**src/rtl/bp_update_ctrl_if.sv**
```systemverilog
// -----------------------------------------------------------------------------
// bp_update_ctrl_if
// Bundles the fetch/execute handshake and the pattern-table port used by
// bp_update_ctrl.
//   slave  : the update controller (accepts predictions/resolves, owns the
//            table write port, reads the table combinationally)
//   master : the environment (fetch, execute, table storage)
// Signals:
//   pred_valid/pred_ready/pred_idx/pred_taken : prediction push handshake
//   resolve_valid/resolve_taken               : in-order resolution
//   flush                                     : discard queued predictions
//   tbl_rd_idx/tbl_rd_data                    : combinational table read
//   tbl_wr_en/tbl_wr_idx/tbl_wr_data          : table write port
// -----------------------------------------------------------------------------
interface bp_update_ctrl_if #(
    parameter int IDX_W = 10,
    parameter int CTR_W = 3
);
    logic             pred_valid;
    logic             pred_ready;
    logic [IDX_W-1:0] pred_idx;
    logic             pred_taken;
    logic             resolve_valid;
    logic             resolve_taken;
    logic             flush;
    logic [IDX_W-1:0] tbl_rd_idx;
    logic [CTR_W-1:0] tbl_rd_data;
    logic             tbl_wr_en;
    logic [IDX_W-1:0] tbl_wr_idx;
    logic [CTR_W-1:0] tbl_wr_data;

    modport master (
        output pred_valid, pred_idx, pred_taken,
        output resolve_valid, resolve_taken, flush,
        output tbl_rd_data,
        input  pred_ready, tbl_rd_idx, tbl_wr_en, tbl_wr_idx, tbl_wr_data
    );

    modport slave (
        input  pred_valid, pred_idx, pred_taken,
        input  resolve_valid, resolve_taken, flush,
        input  tbl_rd_data,
        output pred_ready, tbl_rd_idx, tbl_wr_en, tbl_wr_idx, tbl_wr_data
    );
endinterface

```
**src/rtl/bp_update_ctrl.sv**
```systemverilog
// -----------------------------------------------------------------------------
// bp_update_ctrl
// Sole owner of the branch pattern table write port. After reset it sweeps the
// whole table to INIT_VAL, then queues in-flight predictions in an in-order
// FIFO and, on each resolution, performs a read-modify-write of the 2-bit-style
// saturating counter one cycle later (stage U1), flagging mispredicts.
// Ports:
//   clk, rst_n   : clock, asynchronous active-low reset
//   bus          : handshake + table port (slave modport)
//   init_done    : sweep complete, controller in RUN
//   mispredict   : one-cycle pulse in U1 when predicted != actual
//   misp_idx     : index of the mispredicted branch (0 when no pulse)
//   occupancy    : queued predictions
//   misp_count   : saturating mispredict counter
//   resolve_err  : sticky, resolve seen with an empty queue
// -----------------------------------------------------------------------------
module bp_update_ctrl #(
    parameter int IDX_W    = 10,
    parameter int CTR_W    = 3,
    parameter int DEPTH    = 8,
    parameter int INIT_VAL = 3
) (
    input  logic                     clk,
    input  logic                     rst_n,
    bp_update_ctrl_if.slave          bus,
    output logic                     init_done,
    output logic                     mispredict,
    output logic [IDX_W-1:0]         misp_idx,
    output logic [$clog2(DEPTH):0]   occupancy,
    output logic [15:0]              misp_count,
    output logic                     resolve_err
);
    localparam int PTR_W = $clog2(DEPTH);
    localparam int OCC_W = PTR_W + 1;

    localparam logic [0:0] ST_INIT = 1'b0;
    localparam logic [0:0] ST_RUN  = 1'b1;

    // Saturating counter step: toward max on taken, toward zero on not-taken.
    function automatic logic [CTR_W-1:0] ctr_next(input logic [CTR_W-1:0] cur,
                                                  input logic             taken);
        logic [CTR_W-1:0] res;
        if (taken) begin
            res = (cur == {CTR_W{1'b1}}) ? cur : cur + {{(CTR_W-1){1'b0}}, 1'b1};
        end else begin
            res = (cur == {CTR_W{1'b0}}) ? cur : cur - {{(CTR_W-1){1'b0}}, 1'b1};
        end
        return res;
    endfunction

    logic [0:0]       state_q,    state_d;
    logic [IDX_W-1:0] sweep_q,    sweep_d;
    logic [PTR_W-1:0] wr_ptr_q,   wr_ptr_d;
    logic [PTR_W-1:0] rd_ptr_q,   rd_ptr_d;
    logic [OCC_W-1:0] count_q,    count_d;
    logic             u1_valid_q, u1_valid_d;
    logic [IDX_W-1:0] u1_idx_q,   u1_idx_d;
    logic             u1_pred_q,  u1_pred_d;
    logic             u1_act_q,   u1_act_d;
    logic [15:0]      misp_cnt_q, misp_cnt_d;
    logic             err_q,      err_d;

    logic [IDX_W-1:0] fifo_idx_q [DEPTH];
    logic             fifo_tk_q  [DEPTH];

    logic             run_s, pred_ready_s, push_s, pop_s, head_tk_s;
    logic [IDX_W-1:0] head_idx_s;

    // Handshake qualification; ready uses only the registered count.
    always_comb begin
        run_s        = (state_q == ST_RUN);
        pred_ready_s = run_s && (count_q < OCC_W'(DEPTH));
        push_s       = bus.pred_valid && pred_ready_s && !bus.flush;
        pop_s        = bus.resolve_valid && (count_q != {OCC_W{1'b0}});
        head_idx_s   = fifo_idx_q[rd_ptr_q];
        head_tk_s    = fifo_tk_q[rd_ptr_q];
    end

    // Next-state: sweep, FIFO pointers/count, U1 load, statistics.
    always_comb begin
        state_d    = state_q;
        sweep_d    = sweep_q;
        wr_ptr_d   = wr_ptr_q;
        rd_ptr_d   = rd_ptr_q;
        count_d    = count_q;
        u1_valid_d = pop_s;
        u1_idx_d   = u1_idx_q;
        u1_pred_d  = u1_pred_q;
        u1_act_d   = u1_act_q;
        misp_cnt_d = misp_cnt_q;
        err_d      = err_q | (bus.resolve_valid && !pop_s);

        if (state_q == ST_INIT) begin
            sweep_d = sweep_q + {{(IDX_W-1){1'b0}}, 1'b1};
            if (sweep_q == {IDX_W{1'b1}}) begin
                state_d = ST_RUN;
            end else begin
                state_d = ST_INIT;
            end
        end else begin
            sweep_d = sweep_q;
        end

        if (push_s) begin
            wr_ptr_d = wr_ptr_q + {{(PTR_W-1){1'b0}}, 1'b1};
        end else begin
            wr_ptr_d = wr_ptr_q;
        end

        // A popped entry moves into U1; tbl_rd_idx keeps the last U1 index.
        if (pop_s) begin
            rd_ptr_d  = rd_ptr_q + {{(PTR_W-1){1'b0}}, 1'b1};
            u1_idx_d  = head_idx_s;
            u1_pred_d = head_tk_s;
            u1_act_d  = bus.resolve_taken;
            if ((head_tk_s != bus.resolve_taken) && (misp_cnt_q != 16'hFFFF)) begin
                misp_cnt_d = misp_cnt_q + 16'd1;
            end else begin
                misp_cnt_d = misp_cnt_q;
            end
        end else begin
            rd_ptr_d = rd_ptr_q;
        end

        case ({push_s, pop_s})
            2'b10:   count_d = count_q + {{(OCC_W-1){1'b0}}, 1'b1};
            2'b01:   count_d = count_q - {{(OCC_W-1){1'b0}}, 1'b1};
            default: count_d = count_q;
        endcase

        // Flush wins over pointer movement; a same-cycle pop still loads U1.
        if (bus.flush) begin
            wr_ptr_d = {PTR_W{1'b0}};
            rd_ptr_d = {PTR_W{1'b0}};
            count_d  = {OCC_W{1'b0}};
        end else begin
            count_d  = count_d;
        end
    end

    // Control and status state.
    always_ff @(posedge clk or negedge rst_n) begin
        if (!rst_n) begin
            state_q    <= ST_INIT;
            sweep_q    <= {IDX_W{1'b0}};
            wr_ptr_q   <= {PTR_W{1'b0}};
            rd_ptr_q   <= {PTR_W{1'b0}};
            count_q    <= {OCC_W{1'b0}};
            u1_valid_q <= 1'b0;
            u1_idx_q   <= {IDX_W{1'b0}};
            u1_pred_q  <= 1'b0;
            u1_act_q   <= 1'b0;
            misp_cnt_q <= 16'd0;
            err_q      <= 1'b0;
        end else begin
            state_q    <= state_d;
            sweep_q    <= sweep_d;
            wr_ptr_q   <= wr_ptr_d;
            rd_ptr_q   <= rd_ptr_d;
            count_q    <= count_d;
            u1_valid_q <= u1_valid_d;
            u1_idx_q   <= u1_idx_d;
            u1_pred_q  <= u1_pred_d;
            u1_act_q   <= u1_act_d;
            misp_cnt_q <= misp_cnt_d;
            err_q      <= err_d;
        end
    end

    // FIFO payload storage; validity is tracked by the pointers alone.
    always_ff @(posedge clk) begin
        if (push_s) begin
            fifo_idx_q[wr_ptr_q] <= bus.pred_idx;
            fifo_tk_q[wr_ptr_q]  <= bus.pred_taken;
        end
    end

    // Table write port: sweep in INIT, read-modify-write in U1.
    always_comb begin
        bus.tbl_wr_en   = 1'b0;
        bus.tbl_wr_idx  = u1_idx_q;
        bus.tbl_wr_data = {CTR_W{1'b0}};
        case (state_q)
            ST_INIT: begin
                bus.tbl_wr_en   = 1'b1;
                bus.tbl_wr_idx  = sweep_q;
                bus.tbl_wr_data = CTR_W'(INIT_VAL);
            end
            ST_RUN: begin
                if (u1_valid_q) begin
                    bus.tbl_wr_en   = 1'b1;
                    bus.tbl_wr_data = ctr_next(bus.tbl_rd_data, u1_act_q);
                end else begin
                    bus.tbl_wr_en   = 1'b0;
                end
            end
            default: begin
                bus.tbl_wr_en   = 1'b0;
            end
        endcase
    end

    assign bus.pred_ready = pred_ready_s;
    assign bus.tbl_rd_idx = u1_idx_q;
    assign init_done      = run_s;
    assign mispredict     = run_s && u1_valid_q && (u1_pred_q != u1_act_q);
    assign misp_idx       = mispredict ? u1_idx_q : {IDX_W{1'b0}};
    assign occupancy      = count_q;
    assign misp_count     = misp_cnt_q;
    assign resolve_err    = err_q;

endmodule

```
**src/flat_wrapper.sv**
```systemverilog
// flat-port wrapper written by rule: the top's interface ports become plain ports
module bp_update_ctrl_flat 
#(
    parameter int IDX_W    = 10,
    parameter int CTR_W    = 3,
    parameter int DEPTH    = 8,
    parameter int INIT_VAL = 3
)
  (clk, rst_n, init_done, mispredict, misp_idx, occupancy, misp_count, resolve_err, bus_pred_valid, bus_pred_idx, bus_pred_taken, bus_resolve_valid, bus_resolve_taken, bus_flush, bus_tbl_rd_data, bus_pred_ready, bus_tbl_rd_idx, bus_tbl_wr_en, bus_tbl_wr_idx, bus_tbl_wr_data);
  bp_update_ctrl_if #(.IDX_W(IDX_W), .CTR_W(CTR_W)) bus_i ();
  input  logic clk;
  input  logic rst_n;
  output logic init_done;
  output logic mispredict;
  output logic [IDX_W-1:0] misp_idx;
  output logic [$clog2(DEPTH):0] occupancy;
  output logic [15:0] misp_count;
  output logic resolve_err;
  input wire logic [$bits(bus_i.pred_valid)-1:0] bus_pred_valid;
  input wire logic [$bits(bus_i.pred_idx)-1:0] bus_pred_idx;
  input wire logic [$bits(bus_i.pred_taken)-1:0] bus_pred_taken;
  input wire logic [$bits(bus_i.resolve_valid)-1:0] bus_resolve_valid;
  input wire logic [$bits(bus_i.resolve_taken)-1:0] bus_resolve_taken;
  input wire logic [$bits(bus_i.flush)-1:0] bus_flush;
  input wire logic [$bits(bus_i.tbl_rd_data)-1:0] bus_tbl_rd_data;
  output wire logic [$bits(bus_i.pred_ready)-1:0] bus_pred_ready;
  output wire logic [$bits(bus_i.tbl_rd_idx)-1:0] bus_tbl_rd_idx;
  output wire logic [$bits(bus_i.tbl_wr_en)-1:0] bus_tbl_wr_en;
  output wire logic [$bits(bus_i.tbl_wr_idx)-1:0] bus_tbl_wr_idx;
  output wire logic [$bits(bus_i.tbl_wr_data)-1:0] bus_tbl_wr_data;
  assign bus_i.pred_valid = bus_pred_valid;
  assign bus_i.pred_idx = bus_pred_idx;
  assign bus_i.pred_taken = bus_pred_taken;
  assign bus_i.resolve_valid = bus_resolve_valid;
  assign bus_i.resolve_taken = bus_resolve_taken;
  assign bus_i.flush = bus_flush;
  assign bus_i.tbl_rd_data = bus_tbl_rd_data;
  assign bus_pred_ready = bus_i.pred_ready;
  assign bus_tbl_rd_idx = bus_i.tbl_rd_idx;
  assign bus_tbl_wr_en = bus_i.tbl_wr_en;
  assign bus_tbl_wr_idx = bus_i.tbl_wr_idx;
  assign bus_tbl_wr_data = bus_i.tbl_wr_data;
  bp_update_ctrl #(.IDX_W(IDX_W), .CTR_W(CTR_W), .DEPTH(DEPTH), .INIT_VAL(INIT_VAL)) u_core (.clk(clk), .rst_n(rst_n), .bus(bus_i), .init_done(init_done), .mispredict(mispredict), .misp_idx(misp_idx), .occupancy(occupancy), .misp_count(misp_count), .resolve_err(resolve_err));
endmodule
```
**config.mk**
```make
export PLATFORM = sky130hd
export DESIGN_NAME = bp_update_ctrl_flat
export DESIGN_NICKNAME = d
export VERILOG_FILES = /design/src/rtl/bp_update_ctrl_if.sv /design/src/rtl/bp_update_ctrl.sv /design/src/flat_wrapper.sv
export SDC_FILE = /design/constraint.sdc
export NUM_CORES = 1
export LEC_CHECK = 0
export BUFFER_PORTS_ARGS = -buffer_cell sky130_fd_sc_hd__buf_4
export CAP_MARGIN = 20
export CORE_UTILIZATION = 40
export CTS_BUF_LIST = sky130_fd_sc_hd__clkbuf_4
export CTS_CLUSTER_SIZE = 24
export DETAILED_ROUTE_END_ITERATION = 10
export PLACE_DENSITY = 0.59
export SYNTH_ARGS = -nofsm -noshare
export SYNTH_HDL_FRONTEND = slang
export SYNTH_SLANG_ARGS = --single-unit
```
**constraint.sdc**
```tcl
create_clock -name clk -period 2.4 [get_ports clk]
set_clock_uncertainty 0.15 [all_clocks]
set_input_delay 0.24 -clock clk [delete_from_list [all_inputs] [get_ports clk]]
set_output_delay 0.24 -clock clk [all_outputs]
set_load 0.02 [all_outputs]
```
## Word-level counts from Yosys, hierarchy flattened

Memories as Yosys holds them, arrays and structs flattened. A register that Yosys moved wholly into a read port is not among the register bits.
Cells that the tools add are included.

- Register bits after elaboration: 41
- Latch bits: 0
- Memory bits (writable): 88
- Bits in read-only memories: 0
- Input bits: 20
- Output and inout bits: 58
- Word-level logic and storage cells: 66
- Memories: 2

Memories:

| memory | depth | bits a word | rd ports | clocked after Yosys merged registers in | write ports | line | RTL |
|---|---|---|---|---|---|---|---|
| u_core.fifo_idx_q | 8 | 10 | 1 | 1 | 1 | bp_update_ctrl.sv:63 | `logic [IDX_W-1:0] fifo_idx_q [DEPTH];` |
| u_core.fifo_tk_q | 8 | 1 | 1 | 0 | 1 | bp_update_ctrl.sv:64 | `logic fifo_tk_q [DEPTH];` |

- $add $sub $neg: 8
- $mul: 0
- Div/mod/pow operators: 0
- $lt $le $gt $ge: 1
- Eq/ne operators: 7
- Shift operators: 0
- Multiplexer cells: 19
- Bitwise gates (word level): 2
- Reduce and logical (&&, ||, !) cells: 17

Operators by type and width:

| operator | count |
|---|---|
| 3-bit two-way mux | 8 |
| 10-bit two-way mux | 2 |
| 16-bit by 1-bit adder with 16-bit output, second input constant | 1 |
| 16-bit != test, second input constant | 1 |
| 10-bit by 1-bit adder with 10-bit output, second input constant | 1 |
| 10-bit equality test, second input constant | 1 |
| 3-bit by 1-bit adder with 3-bit output, second input constant | 3 |
| 1-bit logical AND | 8 |
| 4-bit one-hot mux with 2 select lines | 1 |
| 3-bit one-hot mux with 2 select lines | 1 |
| 1-bit two-way mux | 5 |
| 4-bit by 1-bit adder with 4-bit output, second input constant | 1 |
| 4-bit less-than comparator, second input constant | 1 |
| 4-bit two-way mux | 1 |
| 2-bit nonzero test | 2 |
| 4-bit nonzero test | 1 |
| 4-bit by 1-bit subtractor with 4-bit output, second input constant | 1 |
| 3-bit equality test, second input constant | 1 |
| 1-bit logical NOT | 3 |
| 3-bit logical NOT | 1 |
| 3-bit nonzero test | 1 |
| 3-bit by 1-bit subtractor with 3-bit output, second input constant | 1 |
| 2-bit by 1-bit equality test with 1-bit output, second input constant | 1 |
| 2-bit equality test, second input constant | 1 |
| 5 further kinds | 6 |

## Depth between registers and ports, before layout

- Depth after elaboration: 7
- Mapped depth: 10
- Depth with buffers taken out: 10

## Worst setup path after synthesis

Ideal clock, no wire load.

- Path type: register -> register
- Start: register u_core.count_q[3], in the netlist u_core.occupancy[3]
- End: memory u_core.fifo_idx_q[0][0] (enable)
- Arrival: 2,288 ps
- Slack: -431 ps
- Cell stages (with the launch flop): 5
- Path buffers: 0
- Path through: dfrtp_1 nor2b_1 nand2_1 or3_1 nor3_1

- Cells in the longest elaborated chain, start to end: 6

RTL lines:

| what | line | RTL |
|---|---|---|
| start: declaration | bp_update_ctrl.sv:55 | `logic [OCC_W-1:0] count_q, count_d;` |
| start signal: assignment | bp_update_ctrl.sv:148 | `count_q <= {OCC_W{1'b0}};` |
| start signal: assignment | bp_update_ctrl.sv:160 | `count_q <= count_d;` |
| 4-bit less-than comparator | bp_update_ctrl.sv:72 | `pred_ready_s = run_s && (count_q < OCC_W'(DEPTH));` |
| 1-bit logical AND | bp_update_ctrl.sv:72 |  |
| named net bus_pred_ready | flat_wrapper.sv:26 | `output wire logic [$bits(bus_i.pred_ready)-1:0] bus_pred_ready;` |
| 1-bit logical AND (2 in a row) | bp_update_ctrl.sv:73 | `push_s = bus.pred_valid && pred_ready_s && !bus.flush;` |
| 1-bit two-way mux | bp_update_ctrl.sv:172 | `if (push_s) begin` |
| 1-bit two-way mux (implied by the code) | bp_update_ctrl.sv:173 | `fifo_idx_q[wr_ptr_q] <= bus.pred_idx;` |
| end: declaration | bp_update_ctrl.sv:63 |  |

The timed path passes the listed nets, and every way through them passes these cells.

## Worst setup path in the final report

- Start: register u_core.count_q[2], in the netlist u_core.occupancy[2]
- End: register u_core.count_q[2], in the netlist u_core.occupancy[2]

- Cells in the longest elaborated chain, start to end: 7
- Elaborated cells on any way between the ends: 13
- Those cells by class: add/sub: 2; order compare: 1; eq/ne: 2; mux: 2; reduce/logical: 6

RTL lines:

| what | line | RTL |
|---|---|---|
| 4-bit less-than comparator | bp_update_ctrl.sv:72 |  |
| 1-bit logical AND | bp_update_ctrl.sv:72 |  |
| 1-bit logical AND (2 in a row) | bp_update_ctrl.sv:73 |  |
| 2-bit by 1-bit equality test with 1-bit output or 2-bit equality test (tied branches) | bp_update_ctrl.sv:125 | `case ({push_s, pop_s})` |
| 4-bit one-hot mux with 2 select lines | bp_update_ctrl.sv:125 |  |
| 4-bit two-way mux | bp_update_ctrl.sv:132 | `if (bus.flush) begin` |

Parallel ways exist; a longest one is shown, timed or not.
A chain may end at the register's enable or synchronous reset.

==> qor.csv <==
metric,value,unit
outcome,"finished, final reports clean",
tightest_slew,0.672,ns
clockRootBuffer,clkbuf_4,
comb_power_share,2.7,%
antenna_found_initial,1,
drtIter0Drc,195,
cellLeakagePower,2.83,nW
placed_cells,661,
vias,3649,
sw_frac_of_total,24.8,%
rows,44,
dp_hpwl,7760,um
drtPass1Iterations,4,
rsz0062_at_grt,no,
avgSynthCellArea,15.0,um^2
p_int,3.04,mW
worst_ep_required_time,2.68,ns
setup_viol,0,
ir_drop,0.347,mV
ys_seq_elements,139,
layoutNonFillerInstCount,710,
async_flop_share,36.7,%
synthDistinctLibCells,42,
grt_usage,16.5,%
drv_slew,0,
mostFrequentLayoutCell,buf_4,
grt_max_degree,52,
clockBufferDepth,2,
net-switching-power,1.00,mW
worst_path_max_delay_cell,dfrtp_2,
final_cell_mix,"94 x buf_4, 88 x edfxtp_1, 48 x dfrtp_1",
fp.coreArea,14600,um^2
wl_per_cell,16.7,um
cts.reportedPaths.clkPinSlew,0.12,ns
critPathArrivalTime,2.48,ns
slowest_delay,0.48,ns
maxCapViolCount,0,
clock_latency,0.55,ns
via_per_inst,5.14,
die_area,15500,um^2
hold_path.class,in -> async,
cts_buffers,17,
synth_top_area_share,43.9,%
period_needed,2.20,ns
place_congestion,0.758,
yosysTopAreaCell,edfxtp_1,
ant_nets,0,
worstPathCellList,o41ai_4 -> buf_6 -> xnor2_1 -> a32o_1 -> a2111oi_2,
grt_pass1_wl,19500,um
wl,11900,um
p_seq_share,62.9,%
initial_core_util,41.2,%
ys_top_cells_by_area,"edfxtp_1 44%, dfrtp_1 21%, mux4_2 8.2%",
die_x,125,um
hold_viol_final,0,
fmax,454,MHz
ys_seq_area_share,65.2,%
power_density,550,nW/um^2
grt_pass1_vias,3689,
overflow,0,
syn2layout_area_growth,22.2,%
port_buffers,77,
slew-limit-headroom,55.2,%
fill_cells,1255,
synth_edf_count,88,
cts_setup_buffers,0,
htreeDepth,4,
drc,0,
hold_slack,0.106,ns
cts_tree,built,
power_frac_clock,34.3,%
synthesis.area,6010,um^2
final_util,50.4,%
die_y,125,um
fin_nets,541,
synth_ff_type,edfxtp_1,
io_pins,78,
path_max_fanout,32,
drive_above_1_share,33.3,%
cp-start-kind,flop,
period_share,91.7,%
clock_sinks,139,
cp-end-kind,flop,
syn_inst,400,
yosys_warnings,0,
worstSetupPathType,reg -> reg,
syn_nets,429,
## critical path: cells and delay by family (launching register included)
family	cells	cell delay, ns
AOI/OAI and AO/OA	3	0.99
buffers and inverters	1	0.29
xor gates and xnor gates	1	0.19
DFF	1	0.48
## cells in the mapped netlist (6+ instances only)
cell,count
edfxtp_1,88
dfrtp_1,51
nand2_1,37
xnor2_1,28
mux4_2,22
nor2_1,20
mux2i_1,14
mux2_2,12
o21ai_0,12
and2_1,11
clkbuf_1,11
and3_1,10
ha_1,9
nand3_1,7
a21oi_1,6
nand4_1,6
## metrics by stage
step	total power [mW]	setup slack (ns)	cell area [um^2]	setup TNS (ns)
2_1_floorplan	2.62	-0.0286	6070	-0.802
3_3_place_gp	2.68	0.182	6920	0
3_5_place_dp	2.69	0.125	6920	0
4_1_cts	4.11	0.0420	7340	0
5_1_grt	4.21	0.0202	7350	0
6_report	4.05	0.199	7350	0
## repair_timing
action,4_1_cts,5_1_grt
endpoints found under the hold margin,153,0
endpoints found under the setup margin,0,11
hold buffers,16,0
resized for setup,0,2
## power by group through the flow
| stage | registers, mW | clock network, mW | logic [mW] |
|---|---|---|---|
| floorplan | 2.60 | 0 | 0.0227 |
| finish | 2.55 | 1.39 | 0.110 |
| global route | 2.55 | 1.54 | 0.123 |
| CTS | 2.55 | 1.45 | 0.112 |
| detailed placement | 2.60 | 0 | 0.0911 |
| global placement | 2.60 | 0 | 0.0851 |
## worst paths after layout
kind                            slack (ns)  cells past startpoint                           endpoint                       startpoint
min in group clk                      0.31                      2  u_core.fifo_idx_q[2][2]$_DFFE_PP_                  bus_pred_idx[2]
max in group asynchronous             1.49                      2    u_core.occupancy[2]$_DFFE_PN0P_                            rst_n
worst max-delay path                  0.20                      5    u_core.occupancy[2]$_DFFE_PN0P_  u_core.occupancy[2]$_DFFE_PN0P_
worst max register to register        0.20                      5    u_core.occupancy[2]$_DFFE_PN0P_  u_core.occupancy[2]$_DFFE_PN0P_
worst min-delay path                  0.11                      2      u_core.sweep_q[5]$_DFFE_PN0N_                            rst_n
worst min register to register        0.34                      1       u_core.resolve_err$_DFF_PN0_     u_core.resolve_err$_DFF_PN0_
## registers in the layout, summed over array words and instances, names as in the netlist, 3 cells and up
register and flops:
u_core.fifo_idx_q 80, u_core.rd_ptr_q 3, u_core.misp_count 16, u_core.wr_ptr_q 3, u_core.occupancy 4, u_core.bus.tbl_rd_idx 10
u_core.fifo_tk_q 8, u_core.sweep_q 10
## cell type report
cell class                 instances  area (um^2)  area share (%)
tap                              184          230            3.13
clock inverter                    15          129            1.75
inverter                           4         15.0           0.204
multi-input combinational        238         2040            27.7
sequential                       139         3920            53.4
clock buffer                      17          128            1.74
timing repair buffer             112          888            12.1
antenna                            1         2.50          0.0340
## metal layers
metal | up-vias | GRT usage [%] | wire length [um]
li1 | 1729 | - | -
met1 | 1818 | 21.5 | 5520
met2 | 82 | 26.2 | 5660
met3 | 20 | 4.04 | 481
met4 | 0 | 7.09 | 195
met5 | - | 0 | 0
## cells by family after synthesis
logic type      after synthesis  share of synthesized area [%]
fa+ha+maj                     9                           1.87
xor+xnor                     33                           4.81
compound gates               34                           4.08
buf+inv                      23                           1.66
flops                       139                           65.2
simple gates                114                           9.59
mux                          48                           12.8
(Power assumes the default switching activity.)
